<file path="src/rtl/bydin_pkg.sv">
// Shared constants, walk-mode encoding and the address-to-byte data pattern
// for the byte-deinterleaver read-side source model.
package bydin_pkg;

  // Default address step per row and the reference block dimensions.
  localparam int DEF_STRIDE = 240;
  localparam int REF_ROWS   = 288;
  localparam int REF_COLS   = 224;

  // Widest address the pattern helper accepts.
  localparam int PAT_MAX_W = 64;

  // Walk order: which index is the inner (fast) one.
  typedef enum logic {
    MODE_COL_MAJOR = 1'b0,  // row index inner
    MODE_ROW_MAJOR = 1'b1   // column index inner
  } walk_mode_e;

  // Data byte = top data_w address bits XOR bottom data_w address bits.
  // The result is masked to data_w bits; callers truncate to their width.
  function automatic logic [PAT_MAX_W-1:0] addr_pattern(
    input logic [PAT_MAX_W-1:0] addr,
    input int                   addr_w,
    input int                   data_w
  );
    logic [PAT_MAX_W-1:0] mask;
    mask = (PAT_MAX_W'(1) << data_w) - PAT_MAX_W'(1);
    return ((addr >> (addr_w - data_w)) ^ addr) & mask;
  endfunction

endpackage

</file>
<file path="src/rtl/bydin_tick_gen.sv">
// Periodic tick interrupt: a free-running prescaler produces an enable every
// TICK_DIV cycles; a period counter advanced on that enable fires tick_int
// once it reaches the live cfg_int_period value.
module bydin_tick_gen #(
  parameter int TICK_DIV = 16,
  parameter int PER_W    = 22
) (
  input  logic             clk,
  input  logic             reset_n,
  input  logic [PER_W-1:0] cfg_int_period,
  output logic             tick_int
);

  localparam int              PS_W    = (TICK_DIV > 1) ? $clog2(TICK_DIV) : 1;
  localparam logic [PS_W-1:0] PS_LAST = PS_W'(TICK_DIV - 1);

  logic [PS_W-1:0]  presc_q;
  logic [PER_W-1:0] per_q;
  logic             tick_en;

  assign tick_en = (presc_q == PS_LAST);

  // Free-running prescaler, restarted after each enable.
  // NOTE: state registers use non-blocking assignments and an async active-low
  // reset so every flop updates from pre-edge values and clears immediately.
  always_ff @(posedge clk or negedge reset_n) begin
    if (!reset_n)     presc_q <= '0;
    else if (tick_en) presc_q <= '0;
    else              presc_q <= presc_q + PS_W'(1);
  end

  // Period counter; >= (not ==) so a lowered period wraps on the next enable.
  always_ff @(posedge clk or negedge reset_n) begin
    if (!reset_n) begin
      per_q    <= '0;
      tick_int <= 1'b0;
    end else begin
      tick_int <= 1'b0;
      if (tick_en) begin
        if (per_q >= cfg_int_period) begin
          per_q    <= '0;
          tick_int <= 1'b1;
        end else begin
          per_q <= per_q + PER_W'(1);
        end
      end
    end
  end

endmodule

</file>
<file path="src/rtl/bydin_rd_gen.sv">
// Read-side source model: walks a rows x cols block, returns one pattern byte
// per accepted read LAT cycles after the sampling edge, tags the last byte of
// the block and pulses frame_int with it.
module bydin_rd_gen
  import bydin_pkg::*;
#(
  parameter int DATA_W   = 8,
  parameter int ROW_W    = 9,
  parameter int COL_W    = 8,
  parameter int ADDR_W   = 17,
  parameter int STRIDE   = DEF_STRIDE,
  parameter int LAT      = 3,
  parameter int TICK_DIV = 16,
  parameter int PER_W    = 22
) (
  input  logic              clk,
  input  logic              reset_n,
  input  logic              start,
  input  logic [ROW_W-1:0]  cfg_rows,
  input  logic [COL_W-1:0]  cfg_cols,
  input  logic              cfg_mode,
  input  logic [PER_W-1:0]  cfg_int_period,
  input  logic              rd_ena,
  output logic [DATA_W-1:0] rd_data,
  output logic              rd_valid,
  output logic              rd_last,
  output logic              busy,
  output logic              frame_int,
  output logic              tick_int
);

  // Block configuration is held as last indices (M-1, K-1).
  logic [ROW_W-1:0]  row_max_q, row_q, row_nxt;
  logic [COL_W-1:0]  col_max_q, col_q, col_nxt;
  walk_mode_e        mode_q;
  logic              busy_q;
  logic              start_ok, accept, is_last;
  logic [ADDR_W-1:0] addr_d, addr_q;
  logic              addr_vld_q, addr_last_q;
  logic [DATA_W-1:0] byte_d;
  logic [DATA_W-1:0] data_pipe [LAT];
  logic [LAT-1:0]    vld_pipe, last_pipe;

  assign start_ok = start & (cfg_rows != '0) & (cfg_cols != '0);
  assign accept   = rd_ena & busy_q & ~start;
  assign is_last  = (row_q == row_max_q) && (col_q == col_max_q);
  assign addr_d   = ADDR_W'(row_q) * ADDR_W'(STRIDE) + ADDR_W'(col_q);

  // Next walk position: inner index wraps and carries into the outer index.
  // NOTE: defaults first in always_comb so no path leaves a signal unassigned
  // (which would infer a latch).
  always_comb begin
    row_nxt = row_q;
    col_nxt = col_q;
    if (mode_q == MODE_COL_MAJOR) begin
      if (row_q == row_max_q) begin
        row_nxt = '0;
        col_nxt = (col_q == col_max_q) ? '0 : col_q + COL_W'(1);
      end else begin
        row_nxt = row_q + ROW_W'(1);
      end
    end else begin
      if (col_q == col_max_q) begin
        col_nxt = '0;
        row_nxt = (row_q == row_max_q) ? '0 : row_q + ROW_W'(1);
      end else begin
        col_nxt = col_q + COL_W'(1);
      end
    end
  end

  // Configuration latch, walk counters and busy; start overrides any read.
  always_ff @(posedge clk or negedge reset_n) begin
    if (!reset_n) begin
      row_max_q <= '0;
      col_max_q <= '0;
      mode_q    <= MODE_COL_MAJOR;
      row_q     <= '0;
      col_q     <= '0;
      busy_q    <= 1'b0;
    end else if (start_ok) begin
      row_max_q <= cfg_rows - ROW_W'(1);
      col_max_q <= cfg_cols - COL_W'(1);
      mode_q    <= walk_mode_e'(cfg_mode);
      row_q     <= '0;
      col_q     <= '0;
      busy_q    <= 1'b1;
    end else if (accept) begin
      row_q <= row_nxt;
      col_q <= col_nxt;
      if (is_last) busy_q <= 1'b0;
    end
  end

  // Address stage: captures the address of the read sampled at this edge.
  always_ff @(posedge clk or negedge reset_n) begin
    if (!reset_n) begin
      addr_q      <= '0;
      addr_vld_q  <= 1'b0;
      addr_last_q <= 1'b0;
    end else begin
      addr_q      <= addr_d;
      addr_vld_q  <= accept;
      addr_last_q <= accept & is_last;
    end
  end

  assign byte_d = DATA_W'(addr_pattern(PAT_MAX_W'(addr_q), ADDR_W, DATA_W));

  // LAT-deep output pipeline keeping data, valid and last aligned.
  // NOTE: the data stages are reset as well, because rd_data must read 0
  // out of reset rather than whatever the flops power up with.
  always_ff @(posedge clk or negedge reset_n) begin
    if (!reset_n) begin
      vld_pipe  <= '0;
      last_pipe <= '0;
      for (int i = 0; i < LAT; i++) data_pipe[i] <= '0;
    end else begin
      vld_pipe     <= {vld_pipe[LAT-2:0], addr_vld_q};
      last_pipe    <= {last_pipe[LAT-2:0], addr_last_q};
      data_pipe[0] <= byte_d;
      for (int i = 1; i < LAT; i++) data_pipe[i] <= data_pipe[i-1];
    end
  end

  assign rd_data   = data_pipe[LAT-1];
  assign rd_valid  = vld_pipe[LAT-1];
  assign rd_last   = last_pipe[LAT-1];
  assign frame_int = rd_valid & rd_last;
  assign busy      = busy_q;

  bydin_tick_gen #(
    .TICK_DIV (TICK_DIV),
    .PER_W    (PER_W)
  ) u_tick (
    .clk            (clk),
    .reset_n        (reset_n),
    .cfg_int_period (cfg_int_period),
    .tick_int       (tick_int)
  );

endmodule
</file>
<file path="config.mk">
export PLATFORM = sky130hd
export DESIGN_NAME = bydin_rd_gen
export DESIGN_NICKNAME = d
export VERILOG_FILES = /design/src/rtl/bydin_pkg.sv /design/src/rtl/bydin_tick_gen.sv /design/src/rtl/bydin_rd_gen.sv
export SDC_FILE = /design/constraint.sdc
export NUM_CORES = 1
export LEC_CHECK = 0
export ABC_CLOCK_PERIOD_IN_PS = 4000
export CAP_MARGIN = 20
export CORE_ASPECT_RATIO = 0.9
export CORE_UTILIZATION = 58
export DETAILED_ROUTE_END_ITERATION = 10
export PLACE_DENSITY = 0.8
export SYNTH_ARGS = -nofsm -noshare
export SYNTH_HDL_FRONTEND = slang
export SYNTH_SLANG_ARGS = --single-unit
</file>
<file path="constraint.sdc">
create_clock -name clk -period 4 [get_ports clk]
set_input_delay 0.8 -clock clk [delete_from_list [all_inputs] [get_ports clk]]
set_output_delay 0.8 -clock clk [all_outputs]
set_load 0.1 [all_outputs]
</file>
# Word level (Yosys, flattened, before mapping)
# Cells that the tools add are included.
dict set report classes {
  eq_ne 4
  div 0
  addsub 7
  order_cmp 1
  bitwise_logic 8
  mul 1
  n_reduce_logical 9
  muxes 17
  shift 0
}
# operator n
set op_table {}
lappend op_table {{9-bit 2-to-1 mux} 5}
lappend op_table {{8-bit 2-to-1 mux} 5}
lappend op_table {{22-bit by 1-bit adder with 22-bit output (second input constant)} 1}
lappend op_table {{22-bit greater-or-equal comparator} 1}
lappend op_table {{22-bit 2-to-1 mux} 1}
lappend op_table {{17-bit by 8-bit adder with 17-bit output} 1}
lappend op_table {{9-bit by 4-bit multiplier with 13-bit output (second input constant)} 1}
lappend op_table {{9-bit by 1-bit adder with 9-bit output (second input constant)} 1}
lappend op_table {{9-bit equality test} 1}
lappend op_table {{9-bit nonzero test} 1}
lappend op_table {{9-bit by 1-bit subtractor with 9-bit output (second input constant)} 1}
lappend op_table {{8-bit by 1-bit adder with 8-bit output (second input constant)} 1}
lappend op_table {{8-bit equality test} 1}
lappend op_table {{8-bit nonzero test} 1}
lappend op_table {{8-bit by 1-bit subtractor with 8-bit output (second input constant)} 1}
lappend op_table {{8-bit XOR} 1}
lappend op_table {{1-bit bitwise AND} 6}
lappend op_table {{2-bit AND reduction} 3}
lappend op_table {{1-bit 2-to-1 mux} 5}
lappend op_table {{4-bit by 1-bit adder with 4-bit output (second input constant)} 1}
lappend op_table {{4-bit equality test (second input constant)} 1}
lappend op_table {{4-bit 2-to-1 mux} 1}
lappend op_table {{2-bit nonzero test} 2}
lappend op_table {{3-bit by 1-bit != test with 1-bit output (second input constant)} 1}
lappend op_table {{3 further kinds} 3}
dict set report totals {
  rom_bits 0
  out_inout_bits 13
  in_bits 44
  ram_bits 0
  latch_bits 0
  n_memories 0
  wordCells 64
  ff_bits 112
}

# Longest topological paths before layout
# Gate-level depths: netlist of the first run.
dict set report depth {
  word_depth 6
  depth_mapped 13
  mapped_depth_nobuf 12
}

# Cells and area by module
# From an unflattened synthesis of the first run, not the netlist that was laid out.
dict set report unflattened {
  cells_unflattened 667
  hier_area_um2 6736.5
}
# mod cells_per_inst n_inst area_each_um2 seq_area_each_um2
set by_module_without_submodules {}
lappend by_module_without_submodules {bydin_rd_gen 461 1 4840.9 2102.0}
lappend by_module_without_submodules {bydin_tick_gen 206 1 1895.6 675.6}

# Worst setup path after synthesis of the first run
# OpenSTA, ideal clock, no wires.
dict set report synth_timing {
  path_kind {flip-flop to flip-flop}
  start {register row_q[3]}
  end {register addr_q[16]}
  setup_time_ns 0.134
  t_required_ns 3.866
  arrival_ns 3.214
  setup_slack_ns 0.652
  n_path_buf 0
  period_less_slack_ns 3.348
  path_stages_with_launch 13
  path_cell_list {dfrtp_1 inv_1 fa_1 fa_1 inv_1 ha_1 nor2b_4 o2111ai_2 nand3b_2 xor2_2 and4_4 nor3b_2 xnor3_1}
}
dict set report synth_via {
  elab_chain_len 2
}
# element line_no
set synth_lines {}
lappend synth_lines {{start: declaration} bydin_rd_gen.sv:33} ;# logic [ROW_W-1:0] row_max_q, row_q, row_nxt;
lappend synth_lines {{start signal: assignment} bydin_rd_gen.sv:89} ;# row_q <= row_nxt;
lappend synth_lines {{9-bit by 4-bit multiplier with 13-bit output} bydin_rd_gen.sv:47} ;# assign addr_d = ADDR_W'(row_q) * ADDR_W'(STRIDE) + ADDR_W'(col_q);
lappend synth_lines {{17-bit by 8-bit adder with 17-bit output} bydin_rd_gen.sv:47}
lappend synth_lines {{named net addr_d[16]} bydin_rd_gen.sv:38} ;# logic [ADDR_W-1:0] addr_d, addr_q;
lappend synth_lines {{end signal: assignment} bydin_rd_gen.sv:102} ;# addr_q <= addr_d;
lappend synth_lines {{end: declaration} bydin_rd_gen.sv:38}
# The timed path passes the listed nets, and every way through them passes these cells.
# A chain may end at the register's enable or synchronous reset.

# Final worst setup path of the first run
dict set report layout_timing {
  start {register row_q[2]}
  end {register addr_q[16]}
}
# Same word-level chain as after synthesis.

==> qor.txt, run 1 <==
Placed Area - 7130 sq um
Yosys warning count - 0
commonest non-fill, non-tap cells in the layout - dfrtp_1 (111), inv_1 (64), nand2_1 (56)
Tot GR Track Use - 22.2%
net count after synthesis - 752
via count - 4,525
worst-path fanout max - 8
Synth Area in XOR/XNOR - 9.93%
Synth Area in Compound Gates - 9.74%
Final Instance Area - 7440 sq um
slowest CP cell - dfrtp_1
worst slew pin tran - 0.964 ns
CP Class - flip-flop to flip-flop
Pre-antenna DRT Iters - 5
Synth Instances - 637
r2r setup slk - 0.31 ns
startpoint type of the worst setup path - flip-flop
RSZ-0062 raised after global routing - no
Mapped Area - 6460 sq um
Adder-Cell Fraction of Synth Area - 15.6%
Cells after DPL - 830
Site Rows - 36
total wire length - 11,600 um
CORE AREA - 10,900 sq um
Fmax - 271 MHz
first-pass GRT wire length - 20,400 um
worst skew pair latency - 0.35 ns
Die Wd - 113 um
Setup violations, final - 0
# port buffers - 56
Post-CTS Repair Setup Buffers - 0
commonest non-fill, non-tap cell in the layout - dfrtp_1
period utilization - 92.3%
max-cap violations - 0
Post-synth ARST share - 100%
hold path depth - 0
Worst Skew - 0.00959 ns
crit path from - row_q[2]$_DFFE_PN0P_
Nets - 804
FF-to-FF End - addr_q[16]$_DFF_PN0_
vias in the first global route - 4,510
pwr dens - 346 nW/um^2
Hold EP - data_pipe[9]$_DFF_PN0_
Num Clock Sinks - 111
Final Hold Fails - 0
DR WL/cell - 13.7 um
Layout Cells excl Fill - 846
Layout area overhead - 15.2%
clock buffer depth - 2
largest net degree at the start of global routing - 71
Syn Area/Cell - 10.1 sq um
largest family of logic cells by synthesized area - simple AND/OR/NAND/NOR gates
class of the worst hold path - flip-flop to flip-flop
Power Total - 0.00257 W
hold path startpoint - data_pipe[17]$_DFF_PN0_
DIE HEIGHT - 102 um
max_slew headroom - 35.5%
fin. max-slew vios - 0
Avg Vias per Cell - 5.35
Ant. Diodes - 0
Util after Layout - 68.6%
Reg clk slew, reported paths - 0.08 ns
maximum VDD drop - 0.262 mV
residual DRC count - 0
io pins - 57
reg-to-reg startpoint - row_q[2]$_DFFE_PN0P_
post-synthesis sequential area ratio - 43.0%
dpl hpwl - 8720 um
top_reg_cell synth - dfrtp_1
# fillers - 823
Leak - 3.67 nW
share of cells above drive strength 1 - 7.06%
initial drt markers - 190
CTS tree - yes
total CTS buffers - 9
post-synthesis simple-gate area fraction - 15.8%
H-tree depth - 3
crit end category - flip-flop
min Tclk post-route - 3.69 ns
GRT overflow - 0
synth unique cells - 62
setup_tns - 0 ns
CP max stage delay - 0.54 ns
Post-DRT Antenna Nets - 0
die area - 11,600 sq um
status - complete, no violations
RePlAce Congestion - 0.950
mux share of post-synthesis cell area - 0.523%
Root Driver - clkbuf_16
critical path, cell by cell - inv_1 -> fa_1 -> fa_1 -> inv_1 -> ha_1 -> nor2b_4 -> o2111ai_2 -> nand3b_2 -> xor2_2 -> and4_4 -> nor3b_2 -> xnor3_1
initial antenna violation count - 0
WP data required - 4.23 ns
Initial Utilization - 59.5%
Post-synth EDFFs - 0
hold-fix buffers at CTS - 0
Yosys reg bits - 111
Reg2Reg Depth - 12
# resized after CTS - 0
Crit path arrival time - 3.92 ns
## logic make-up (layout without fill, tap and decap cells)
group	after synthesis	in the layout
fa+ha+maj	71	71
mux	3	3
simple gates	198	198
xor+xnor	70	70
flops	111	111
compound gates	103	103
buf+inv	81	138
## worst max-delay path by stage
stage	endpoint	slack, ns	cells after the start
3_3_place_gp	addr_q[16]$_DFF_PN0_	0.52	12
3_5_place_dp	addr_q[16]$_DFF_PN0_	0.38	12
2_1_floorplan	addr_q[16]$_DFF_PN0_	0.65	12
6_report	addr_q[16]$_DFF_PN0_	0.31	12
5_1_grt	addr_q[16]$_DFF_PN0_	0.14	12
4_1_cts	addr_q[16]$_DFF_PN0_	0.33	12
## cell usage after synthesis, types with 2 or more instances
master     count  area share (%)
a21o_1         8            0.93
a21oi_1       22             1.7
a31oi_1        5            0.48
and2_1         2            0.19
and3_1        10            0.97
buf_2          2            0.15
buf_4         11             1.3
clkbuf_1       4            0.23
dfrtp_1      111              43
fa_1          16             5.0
ha_1          55              11
inv_1         64             3.7
mux2_2         3            0.52
nand2_1       56             3.3
nand2b_1       5            0.48
nand3_1       30             2.3
nand3b_1       2            0.23
nand4_1       17             1.6
nor2_1        41             2.4
nor2_2         2            0.19
nor2_4         3            0.52
nor3_1        10            0.77
nor3_2         3            0.46
nor3b_1        3            0.35
o21ai_0       31             2.4
o21ai_1       18             1.4
o2bb2ai_1      2            0.27
or2_2          2            0.19
xnor2_1       29             3.9
xor2_1        38             5.2
## stage by stage
stage / hold WS (ns) / setup WS [ns]
3_3_place_gp: 0.332 / 0.519
4_1_cts: 0.349 / 0.332
5_1_grt: 0.354 / 0.144
2_1_floorplan: 0.331 / 0.652
6_report: 0.347 / 0.308
3_5_place_dp: 0.335 / 0.381
## metal layers
metal  track usage (%)  share of wire, %
met1              28.7                46
met2              39.5                50
met5                 0                 0
met3              3.26               3.6
met4              6.58               1.2
## power breakdown
group | switching [W] | internal [W] | leakage [nW] | total, W
clock | 0.000458 | 0.000451 | 0.151 | 0.000909
sequential | 0.0000716 | 0.00121 | 1.46 | 0.00128
combinational | 0.000226 | 0.000161 | 2.06 | 0.000387
## critical path: cells and delay by family, from the launching register on
family / cells / cell delay, ns
xor gates and xnor gates: 2 / 0.46
and+or+nand+nor: 4 / 0.76
DFF: 1 / 0.54
AOI/OAI and AO/OA: 1 / 0.26
buffers and inverters: 2 / 0.19
adders and majority gates: 3 / 1.36
## cell type report
type,instances,area [sq um],share of cell area [%]
inverter,64,240,3.23
clock inverter,7,86.3,1.16
sequential,111,2780,37.3
clock buffer,9,225,3.03
tap,152,190,2.56
multi-input combinational,445,3340,44.8
timing repair buffer,58,586,7.87
## state kept, by name, indices dropped and copies added (netlist names)
name / count
addr_last_q: 1
addr_q: 16
addr_vld_q: 1
busy: 1
col_max_q: 8
col_q: 8
data_pipe: 16
last_pipe: 3
mode_q: 1
rd_data: 8
row_max_q: 9
row_q: 9
u_tick.per_q: 22
u_tick.presc_q: 4
u_tick.tick_int: 1
vld_pipe: 3
Power figures use the tool's default switching activity.
==> run 2: changes to the inputs <==
--- a/config.mk
+++ b/config.mk
@@ -10,7 +10,7 @@
 export CORE_ASPECT_RATIO = 0.9
 export CORE_UTILIZATION = 58
 export DETAILED_ROUTE_END_ITERATION = 10
-export PLACE_DENSITY = 0.8
+export PLACE_DENSITY_LB_ADDON = 0.25
 export SYNTH_ARGS = -nofsm -noshare
 export SYNTH_HDL_FRONTEND = slang
 export SYNTH_SLANG_ARGS = --single-unit
==> run 2 against run 1 <==
Compared with the run above:
- core utilization shrank 0.14 points
- combinational power is essentially flat
- critical path depth stayed put
- wire length fell by 0.72%
- sequential cell count is the same
- cell count increased by 0.12%
- global-route usage shrank 0.28 points
- largest power group unchanged
==> qor.txt, run 2 (synthesis results as in run 1) <==
initial drt markers - 181
WP data required - 4.23 ns
worst-path fanout max - 8
DIE HEIGHT - 102 um
Fmax - 278 MHz
worst skew pair latency - 0.35 ns
total CTS buffers - 9
first-pass GRT wire length - 20,200 um
startpoint type of the worst setup path - flip-flop
# fillers - 832
vias in the first global route - 4,548
RePlAce Congestion - 0.919
Avg Vias per Cell - 5.30
H-tree depth - 3
Largest register FFs - 22
status - complete, no violations
Die Wd - 113 um
min Tclk post-route - 3.60 ns
max_slew headroom - 34.7%
RSZ-0062 raised after global routing - no
Post-DRT Antenna Nets - 0
pre-CTS setup slack - 0.391 ns
Crit path arrival time - 3.82 ns
share of cells above drive strength 1 - 7.19%
Post-CTS Repair Setup Buffers - 0
CORE AREA - 10,900 sq um
Initial Utilization - 59.5%
commonest non-fill, non-tap cell in the layout - dfrtp_1
initial antenna violation count - 0
pwr dens - 343 nW/um^2
die area - 11,600 sq um
Util after Layout - 68.4%
largest net degree at the start of global routing - 76
met3 Use GR - 3.62%
final worst slack - 0.404 ns
hold-fix buffers at CTS - 0
worst slew pin tran - 0.976 ns
period utilization - 89.9%
CTS tree - yes
Num Clock Sinks - 111
Leak - 3.66 nW
crit end category - flip-flop
dpl hpwl - 8740 um
CP Class - flip-flop to flip-flop
residual DRC count - 0
# resized after CTS - 0
Setup violations, final - 0
Final Hold Fails - 0
Pre-antenna DRT Iters - 4
top flop regs - u_tick.per_q: 22 flops, addr_q: 16 flops, data_pipe: 16 flops
Layout Cells excl Fill - 847
Cells after DPL - 831
setup_tns - 0 ns
Largest Register - u_tick.per_q
Tot GR Track Use - 22.0%
fin. max-slew vios - 0
via count - 4,493
Power Total - 0.00255 W
Root Driver - clkbuf_16
Site Rows - 36
Ant. Diodes - 0
gr busiest metal - met2
Nets - 805
Worst Skew - 0.00673 ns
clock buffer depth - 2
max-cap violations - 0
total wire length - 11,500 um
GRT overflow - 0
DR WL/cell - 13.6 um
maximum VDD drop - 0.204 mV
io pins - 57
class of the worst hold path - flip-flop to flip-flop
Reg clk slew, reported paths - 0.08 ns
Layout area overhead - 14.9%
# port buffers - 56
met2 Track Usage GR - 39.2%
commonest non-fill, non-tap cells in the layout - dfrtp_1 (111), inv_1 (64), nand2_1 (56)
GRT met1 Usage - 28.3%
-- run 2: final timing paths --
kind | start | to | slack (ns) | cells after the start
max in group asynchronous | reset_n | u_tick.per_q[3]$_DFFE_PN0P_ | 2.61 | 2
min | data_pipe[19]$_DFF_PN0_ | data_pipe[11]$_DFF_PN0_ | 0.35 | 0
min reg2reg | data_pipe[19]$_DFF_PN0_ | data_pipe[11]$_DFF_PN0_ | 0.35 | 0
min in group asynchronous | reset_n | u_tick.per_q[11]$_DFFE_PN0P_ | 0.56 | 1
max reg2reg | row_q[2]$_DFFE_PN0P_ | addr_q[16]$_DFF_PN0_ | 0.40 | 12
max | row_q[2]$_DFFE_PN0P_ | addr_q[16]$_DFF_PN0_ | 0.40 | 12
-- run 2: final cells by class --
class | count | area, sq um | share of cell area [%]
Tap cell | 152 | 190 | 2.56
Inverter | 64 | 240 | 3.23
Sequential cell | 111 | 2780 | 37.4
Clock inverter | 7 | 76.3 | 1.03
Clock buffer | 9 | 225 | 3.03
Multi-Input combinational cell | 445 | 3340 | 44.9
Timing Repair Buffer | 59 | 581 | 7.82
-- run 2: layer usage --
| metal | vias to the layer above | part of all wire, % |
|---|---|---|
| met1 | 2149 | 47 |
| met2 | 88 | 49 |
| met4 | 0 | 0.82 |
| li1 | 2249 | - |
| met3 | 7 | 3.0 |
| met5 | - | 0 |
-- run 2: metrics by stage --
| stage | area [sq um] | hold slack (ns) |
|---|---|---|
| detailed placement | 7130 | 0.335 |
| global placement | 7130 | 0.332 |
| global route | 7430 | 0.358 |
| CTS | 7430 | 0.352 |
| floorplan | 6460 | 0.331 |
| finish | 7430 | 0.348 |
-- run 2: critical path, cell delays in order, from the launching register on --
cell and delay (ns):
dfrtp_1 0.52, inv_1 0.15, fa_1 0.49, fa_1 0.51, inv_1 0.04, ha_1 0.35
nor2b_4 0.16, o2111ai_2 0.26, nand3b_2 0.14, xor2_2 0.20, and4_4 0.26, nor3b_2 0.17
xnor3_1 0.23
-- run 2: power by group --
part / switching (W) / internal [W] / total, W
combinational: 0.000225 / 0.000160 / 0.000385
clock: 0.000441 / 0.000441 / 0.000882
sequential: 0.0000723 / 0.00121 / 0.00128
total: 0.000739 / 0.00181 / 0.00255
==> run 3: changes to the inputs <==
--- a/config.mk
+++ b/config.mk
@@ -7,8 +7,10 @@
 export LEC_CHECK = 0
 export ABC_CLOCK_PERIOD_IN_PS = 4000
 export CAP_MARGIN = 20
+export CELL_PAD_IN_SITES_DETAIL_PLACEMENT = 2
+export CELL_PAD_IN_SITES_GLOBAL_PLACEMENT = 2
 export CORE_ASPECT_RATIO = 0.9
-export CORE_UTILIZATION = 58
+export CORE_UTILIZATION = 38
 export DETAILED_ROUTE_END_ITERATION = 10
 export PLACE_DENSITY_LB_ADDON = 0.25
 export SYNTH_ARGS = -nofsm -noshare
==> run 3 against run 2 <==
Compared with the run above:
- clock skew increased by 0.0035 ns
- non-clock buffer count increased by 1
- critical path depth unchanged
- clock-buffer cell count unchanged
- critical endpoint unchanged
- cell area increased by 1.5%
- first-iteration DRC count decreased by 8.3%
- power increased by 3.2%
- clock power increased by 5.7%
- setup slack got worse by 0.17 ns
- largest cell class unchanged
- cell count increased by 6.6%
==> qor.txt, run 3 (synthesis results as in run 1) <==
status - complete, no violations
Largest Register - u_tick.per_q
commonest non-fill, non-tap cell in the layout - dfrtp_1
H-tree depth - 3
commonest non-fill, non-tap cells in the layout - dfrtp_1 (111), inv_1 (64), nand2_1 (56)
# port buffers - 56
Reg clk slew, reported paths - 0.08 ns
class of the worst hold path - input pin to asynchronous set/reset pin
crit end category - flip-flop
worst skew pair latency - 0.37 ns
r2r setup slk - 0.24 ns
FF-to-FF End - addr_q[16]$_DFF_PN0_
via count - 4,719
Nets - 806
CORE AREA - 16,400 sq um
worst hold margin - 0.248 ns
DR WL/cell - 17.4 um
max_slew headroom - 33.6%
die area - 17,500 sq um
RSZ-0062 raised after global routing - no
Layout area overhead - 16.7%
Ant. Diodes - 0
Final Hold Fails - 0
worst slew pin tran - 0.993 ns
Fmax - 266 MHz
Root Driver - clkbuf_16
Die Wd - 139 um
RePlAce Congestion - 0.785
Avg Vias per Cell - 5.23
GRT overflow - 0
clock buffer depth - 2
Worst Skew - 0.0102 ns
maximum VDD drop - 0.205 mV
top flop regs - u_tick.per_q: 22 flops, addr_q: 16 flops, data_pipe: 16 flops
worst-path fanout max - 6
initial drt markers - 166
Largest register FFs - 22
Pre-antenna DRT Iters - 4
DIE HEIGHT - 126 um
Initial Utilization - 39.4%
first-pass GRT wire length - 27,400 um
initial antenna violation count - 0
min Tclk post-route - 3.76 ns
fin. max-slew vios - 0
vias in the first global route - 5,442
share of cells above drive strength 1 - 7.33%
CTS tree - yes
reg-to-reg startpoint - row_q[6]$_DFFE_PN0P_
WP data required - 4.24 ns
period utilization - 94.1%
CP Class - flip-flop to flip-flop
Tot GR Track Use - 19.8%
largest net degree at the start of global routing - 80
Post-DRT Antenna Nets - 0
dpl hpwl - 12,100 um
Post-CTS Repair Setup Buffers - 0
total CTS buffers - 9
startpoint type of the worst setup path - flip-flop
total wire length - 15,700 um
Reg2Reg Depth - 12
max-cap violations - 0
Leak - 3.68 nW
residual DRC count - 0
setup_tns - 0 ns
Num Clock Sinks - 111
io pins - 57
hold-fix buffers at CTS - 0
Site Rows - 44
pwr dens - 348 nW/um^2
# resized after CTS - 0
Crit path arrival time - 4.00 ns
Setup violations, final - 0
[run 3: metal layers]
metal / share of wire, % / routed length (um) / vias up / GRT usage (%)
met2: 53 / 8250 / 57 / 36.7
li1: - / - / 2233 / -
met5: 0 / 0 / - / 0
met4: 1.4 / 215 / 0 / 4.71
met1: 43 / 6820 / 2411 / 23.6
met3: 2.7 / 420 / 18 / 3.69
[run 3: stage by stage]
step                cell area, sq um  std cells  setup slack (ns)  total power, W  utilization, %
floorplan                       6460        637             0.652         0.00155               -
global placement                7190        886             0.474         0.00169            43.9
detailed placement              7190        886             0.280         0.00172            43.9
CTS                             7510        902             0.267         0.00266            45.8
global route                    7540        903            0.0207         0.00276            46.0
finish                          7540        903             0.238         0.00263            46.0
[run 3: worst max path at each step]
stage	endpoint	from	slack, ns	depth (start not counted)
after global routing	addr_q[16]$_DFF_PN0_	row_q[6]$_DFFE_PN0P_	0.02	12
after detailed placement	addr_q[16]$_DFF_PN0_	row_q[6]$_DFFE_PN0P_	0.28	12
after floorplan	addr_q[16]$_DFF_PN0_	row_q[3]$_DFFE_PN0P_	0.65	12
after global placement	addr_q[16]$_DFF_PN0_	row_q[3]$_DFFE_PN0P_	0.47	12
after CTS	addr_q[16]$_DFF_PN0_	row_q[6]$_DFFE_PN0P_	0.27	12
final	addr_q[16]$_DFF_PN0_	row_q[6]$_DFFE_PN0P_	0.24	12
[run 3: final cells by class]
class,count,area [sq um]
clock inverters,7,91.3
clock buffers,9,225
repair buffers,60,608
flip-flops and latches,111,2780
well taps,207,259
fillers,1735,8870
multi-input cells,445,3340
inverters,64,240
[run 3: report_power, final]
part           internal (W)  switching [W]
logic              0.000165       0.000245
registers           0.00121      0.0000778
clock network      0.000454       0.000478
total               0.00183       0.000801
[run 3: critical path: stages, from the launching register on]
cell	delay, ns
dfrtp_1	0.47
inv_1	0.27
fa_1	0.50
fa_1	0.52
inv_1	0.04
ha_1	0.39
a21o_1	0.22
a21oi_1	0.15
a22oi_1	0.20
nand3_1	0.18
nand3b_1	0.26
nor3b_2	0.20
xnor3_1	0.23
